==> config.mk <==
export PLATFORM = sky130hd
export DESIGN_NAME = dmem_arbiter
export DESIGN_NICKNAME = d
export VERILOG_FILES = /design/src/rtl/common.sv /design/src/rtl/dmem_arb_pick.sv /design/src/rtl/dmem_arbiter.sv
export SDC_FILE = /design/constraint.sdc
export NUM_CORES = 1
export LEC_CHECK = 0
export CAP_MARGIN = 10
export CORE_MARGIN = 2
export CORE_UTILIZATION = 23
export CTS_CLUSTER_DIAMETER = 40
export DETAILED_ROUTE_END_ITERATION = 12
export PLACE_DENSITY = 0.86
export REMOVE_ABC_BUFFERS = 1
export SYNTH_ARGS = -nofsm -noshare
export SYNTH_HDL_FRONTEND = slang
export SYNTH_HIERARCHICAL = 1
export SYNTH_SLANG_ARGS = --single-unit
==> constraint.sdc <==
create_clock -name clk -period 2 [get_ports clk]
set_input_delay 0.4 -clock clk [delete_from_list [all_inputs] [get_ports clk]]
set_output_delay 0.4 -clock clk [all_outputs]
set_load 0.01 [all_outputs]
==> src/rtl/common.sv <==
// Shared types for the data-memory arbiter: FSM states, owners, size codes.
package common;

    localparam int OPERAND_WIDTH = 32;

    typedef enum logic {
        IDLE    = 1'b0,
        RD_WAIT = 1'b1
    } arb_state_t;

    typedef enum logic {
        CORE = 1'b0,
        DMA  = 1'b1
    } owner_t;

    localparam logic [2:0] SZ_B  = 3'b000;
    localparam logic [2:0] SZ_H  = 3'b001;
    localparam logic [2:0] SZ_W  = 3'b010;
    localparam logic [2:0] SZ_BU = 3'b100;
    localparam logic [2:0] SZ_HU = 3'b101;

endpackage

==> src/rtl/dmem_arb_pick.sv <==
// Combinational grant selector for the data-memory arbiter.
// DMEM_ARB_ROUND_ROBIN_EN selects round-robin instead of core-first priority.
module dmem_arb_pick
    import common::*;
(
    input  logic       c_req,
    input  logic       d_req,
    input  owner_t     last_owner,
    input  logic       idle,
    output logic [1:0] gnt
);

`ifdef DMEM_ARB_ROUND_ROBIN_EN
    always_comb begin
        gnt = 2'b00;
        if (idle) begin
            if (c_req && d_req)
                gnt = (last_owner == DMA) ? 2'b01 : 2'b10;
            else
                gnt = {d_req, c_req};
        end
    end
`else
    logic unused_last;
    assign unused_last = last_owner;

    always_comb begin
        gnt = 2'b00;
        if (idle) begin
            if (c_req)
                gnt = 2'b01;
            else if (d_req)
                gnt = 2'b10;
        end
    end
`endif

endmodule

==> src/rtl/dmem_arbiter.sv <==
// Two-requester (core/DMA) data-memory arbiter with a one-cycle load wait.
// DMEM_ARB_ROUND_ROBIN_EN builds the last_owner register for round-robin.
module dmem_arbiter
    import common::*;
#(
    parameter int ADDR_WIDTH = 8,
    parameter int DATA_WIDTH = OPERAND_WIDTH
) (
    input  logic                  clk,
    input  logic                  rst,
    input  logic                  c_req,
    input  logic                  d_req,
    input  logic                  c_we,
    input  logic                  d_we,
    input  logic [DATA_WIDTH-1:0] c_addr,
    input  logic [DATA_WIDTH-1:0] d_addr,
    input  logic [DATA_WIDTH-1:0] c_wdata,
    input  logic [DATA_WIDTH-1:0] d_wdata,
    input  logic [2:0]            c_size,
    input  logic [2:0]            d_size,
    output logic                  c_gnt,
    output logic                  d_gnt,
    output logic                  c_rvalid,
    output logic                  d_rvalid,
    output logic [DATA_WIDTH-1:0] rdata,
    output logic                  mem_we,
    output logic [ADDR_WIDTH-1:0] mem_addr,
    output logic [DATA_WIDTH-1:0] mem_wdata,
    output logic [2:0]            mem_size,
    input  logic [DATA_WIDTH-1:0] mem_rdata
);

    arb_state_t            state_q;
    arb_state_t            state_d;
    owner_t                owner_q;
    owner_t                last_owner;
    logic [DATA_WIDTH-1:0] rdata_q;
    logic [1:0]            gnt;
    logic                  idle;
    logic                  load_start;
    logic                  unused_addr;

    assign unused_addr = ^{c_addr[DATA_WIDTH-1:ADDR_WIDTH],
                           d_addr[DATA_WIDTH-1:ADDR_WIDTH]};

    // gating with rst keeps grants silent while reset is held
    assign idle = rst && (state_q == IDLE);

    dmem_arb_pick u_pick (
        .c_req      (c_req),
        .d_req      (d_req),
        .last_owner (last_owner),
        .idle       (idle),
        .gnt        (gnt)
    );

    assign c_gnt = gnt[0];
    assign d_gnt = gnt[1];

    always_comb begin
        mem_we    = 1'b0;
        mem_addr  = c_addr[ADDR_WIDTH-1:0];
        mem_wdata = c_wdata;
        mem_size  = c_size;
        if (d_gnt) begin
            mem_we    = d_we;
            mem_addr  = d_addr[ADDR_WIDTH-1:0];
            mem_wdata = d_wdata;
            mem_size  = d_size;
        end else if (c_gnt) begin
            mem_we = c_we;
        end
    end

    assign load_start = (c_gnt && !c_we) || (d_gnt && !d_we);

    always_comb begin
        state_d  = state_q;
        c_rvalid = 1'b0;
        d_rvalid = 1'b0;
        rdata    = rdata_q;
        unique case (state_q)
            IDLE: begin
                if (load_start)
                    state_d = RD_WAIT;
            end
            RD_WAIT: begin
                c_rvalid = (owner_q == CORE);
                d_rvalid = (owner_q == DMA);
                rdata    = mem_rdata;
                state_d  = IDLE;
            end
            default: state_d = IDLE;
        endcase
    end

    always_ff @(posedge clk or negedge rst) begin
        if (!rst) begin
            state_q <= IDLE;
            owner_q <= CORE;
            rdata_q <= '0;
        end else begin
            state_q <= state_d;
            if (load_start)
                owner_q <= d_gnt ? DMA : CORE;
            if (state_q == RD_WAIT)
                rdata_q <= mem_rdata;
        end
    end

`ifdef DMEM_ARB_ROUND_ROBIN_EN
    always_ff @(posedge clk or negedge rst) begin
        if (!rst)
            last_owner <= DMA;
        else if (c_gnt || d_gnt)
            last_owner <= d_gnt ? DMA : CORE;
    end
`else
    assign last_owner = DMA;
`endif

endmodule

==> reports/metrics.yaml <==
timing:
  fin_crit_sh: 1.094
  finalSetupViolCount: 44
  finalClockSkew_ns: 0.004062
  rsz0062_at_grt: "yes"
  setup_ws_ns: -0.1870
  worst_pin_slew_ns: 0.4040
  slew_viol_final: 0
  finalHoldViolCount: 0
  fmax_mhz: 457.2
  min_period_ns: 2.187
  slew_headroom: 0.7306
worst_setup_path:
  rrSetupSlack_ns: 0.68
  rr_worst_depth: 6
  end_kind: "output port"
  crit_arrival_ns: 1.79
  timing.rr.start: "state_q$_DFF_PN0_"
  critPathRequiredTime_ns: 1.60
  crit_fanout: 5
  worstSetupStartpointType: "register"
  worstSetupPathType: "reg2out"
  r2r_end: "state_q$_DFF_PN0_"
place:
  dp_slack_ns: -0.9181
  placed_area_um2: 4126
  port_buffers: 203
  dp.cells: 438
  globalplace.congestion: 0.7813
  dp_hpwl_um: 5874
power_and_ir_drop:
  power.density_nw_per_um2: 578.7
  peakVddDrop_mv: 0.3019
  total_power_w: 0.002578
  p_leak_nw: 1.992
cts:
  cts_htree_levels: 2
  clock_latency_ns: 0.27
  holdBufCountCts: 0
  clk_pin_slew_worst_paths_ns: 0.07
  clock_path_buffers: 2
  cts_root_buffer: "clkbuf_8"
  clock_sinks: 34
  cts_tree: "yes"
  numCtsBuffers: 5
worst_hold_path:
  hold_path_class: "in2async"
routing:
  routed_wl_um: 7467
  drc_errors: 0
  vias: 1929
  postRouteAntennaNets: 0
  viasPerCell: 4.212
  dr.pass1.iters: 6
  routedWlPerCell_um: 16.30
  drt_iter0_drc: 25
synthesis:
  avgSynthCellArea_um2: 15.15
  netlist_instances: 131
  synth_area_um2: 1984
  synth_warnings: 6
floorplanning:
  fp.dieW_um: 96.89
  ios: 252
  start_util: 0.2391
  die_h_um: 96.89
  rows: 33
  die_area_um2: 9387
  core_area_um2: 8299
final_layout:
  drive_gt1_frac: 0.4929
  layout.nets: 525
  finalNonFillerCells: 458
  fin_area_um2: 4454
  syn_to_final_growth_pct: 124.5
  antenna_cells: 0
grt:
  antenna_found_initial: 0
  track_usage: 0.1579
  grt_pass1_vias: 2307
  grt_pass1_wl_um: 11820
  grt_max_degree: 35
  grt_overflow: 0
run_status:
  status: "complete, but fails checks"
  violations: "setup timing"
run:
  maxCapViolCount: 0
[how the worst max path moves through the flow]
stage / cells after the start / end / from / slack, ns
detailed placement: 6 / mem_wdata[3] / rst / -0.92
global route: 6 / mem_wdata[3] / state_q$_DFF_PN0_ / -0.24
finish: 6 / mem_wdata[0] / state_q$_DFF_PN0_ / -0.19
CTS: 7 / mem_wdata[3] / state_q$_DFF_PN0_ / -0.28
global placement: 6 / mem_addr[4] / rst / -0.87
floorplan: 3 / mem_we / state_q$_DFF_PN0_ / -1.47
[registers in the layout, summed over array words and instances, names as in the netlist]
| signal | count |
|---|---|
| owner_q | 1 |
| rdata_q | 32 |
| state_q | 1 |
[critical path: stages, from the launching register on]
cell and delay (ns):
dfrtp_2 0.43, nor2b_4 0.13, and3b_2 0.23, buf_4 0.17, buf_16 0.13, mux2_4 0.31
buf_6 0.12
[power by group]
group          internal (W)  total [W]  switching [W]
registers          0.000861   0.000905      0.0000443
logic              0.000768    0.00122       0.000452
clock network      0.000233   0.000453       0.000220
total               0.00186    0.00258       0.000716
[cells in the final DEF (no fill, tap or decap)]
master           count
clkdlybuf4s50_1    120
mux2_4              47
buf_6               45
dfrtp_1             33
mux2_2              28
clkbuf_2            22
clkdlybuf4s15_1     11
buf_12               8
buf_4                8
clkbuf_8             5
dlygate4sd2_1        5
nand2_1              3
buf_16               3
nand2b_1             2
clkinv_2             2
buf_2                2
nor2b_4              1
a21oi_1              1
and2_1               1
nor2b_1              1
o21ai_1              1
a22o_1               1
dfrtp_2              1
and2_2               1
and3b_2              1
[metrics by stage]
step	setup TNS (ns)	utilization	hold slack [ns]
3_5_place_dp	-38.81	0.4972	0.4840
3_3_place_gp	-37.17	0.4972	0.4750
6_report	-7.112	0.5367	0.2800
5_1_grt	-9.929	0.5367	0.3462
4_1_cts	-9.509	0.5566	0.3020
2_1_floorplan	-65.12	-	0.1044
[what timing repair did]
item,in CTS,in global routing
cloned,6,0
setup buffers,10,1
setup endpoints to repair,80,74
hold endpoints to repair,0,0
pin swaps,1,1
gates resized for setup,327,35
[area by class of cell]
class,instances,area [µm²]
Timing Repair Buffer,224,2285
Tap cell,105,131.4
Fill cell,684,3845
Clock buffer,5,68.82
Sequential cell,34,852.1
Clock inverter,2,10.01
Multi-Input combinational cell,88,1107
[layer usage]
layer	track usage	vias to the layer above	wire, µm
li1	-	911	-
met1	0.1577	886	2583
met2	0.3050	120	4114
met3	0.04480	12	572
met4	0.06067	0	197
met5	0	-	0
Power figures use the tool's default switching activity.
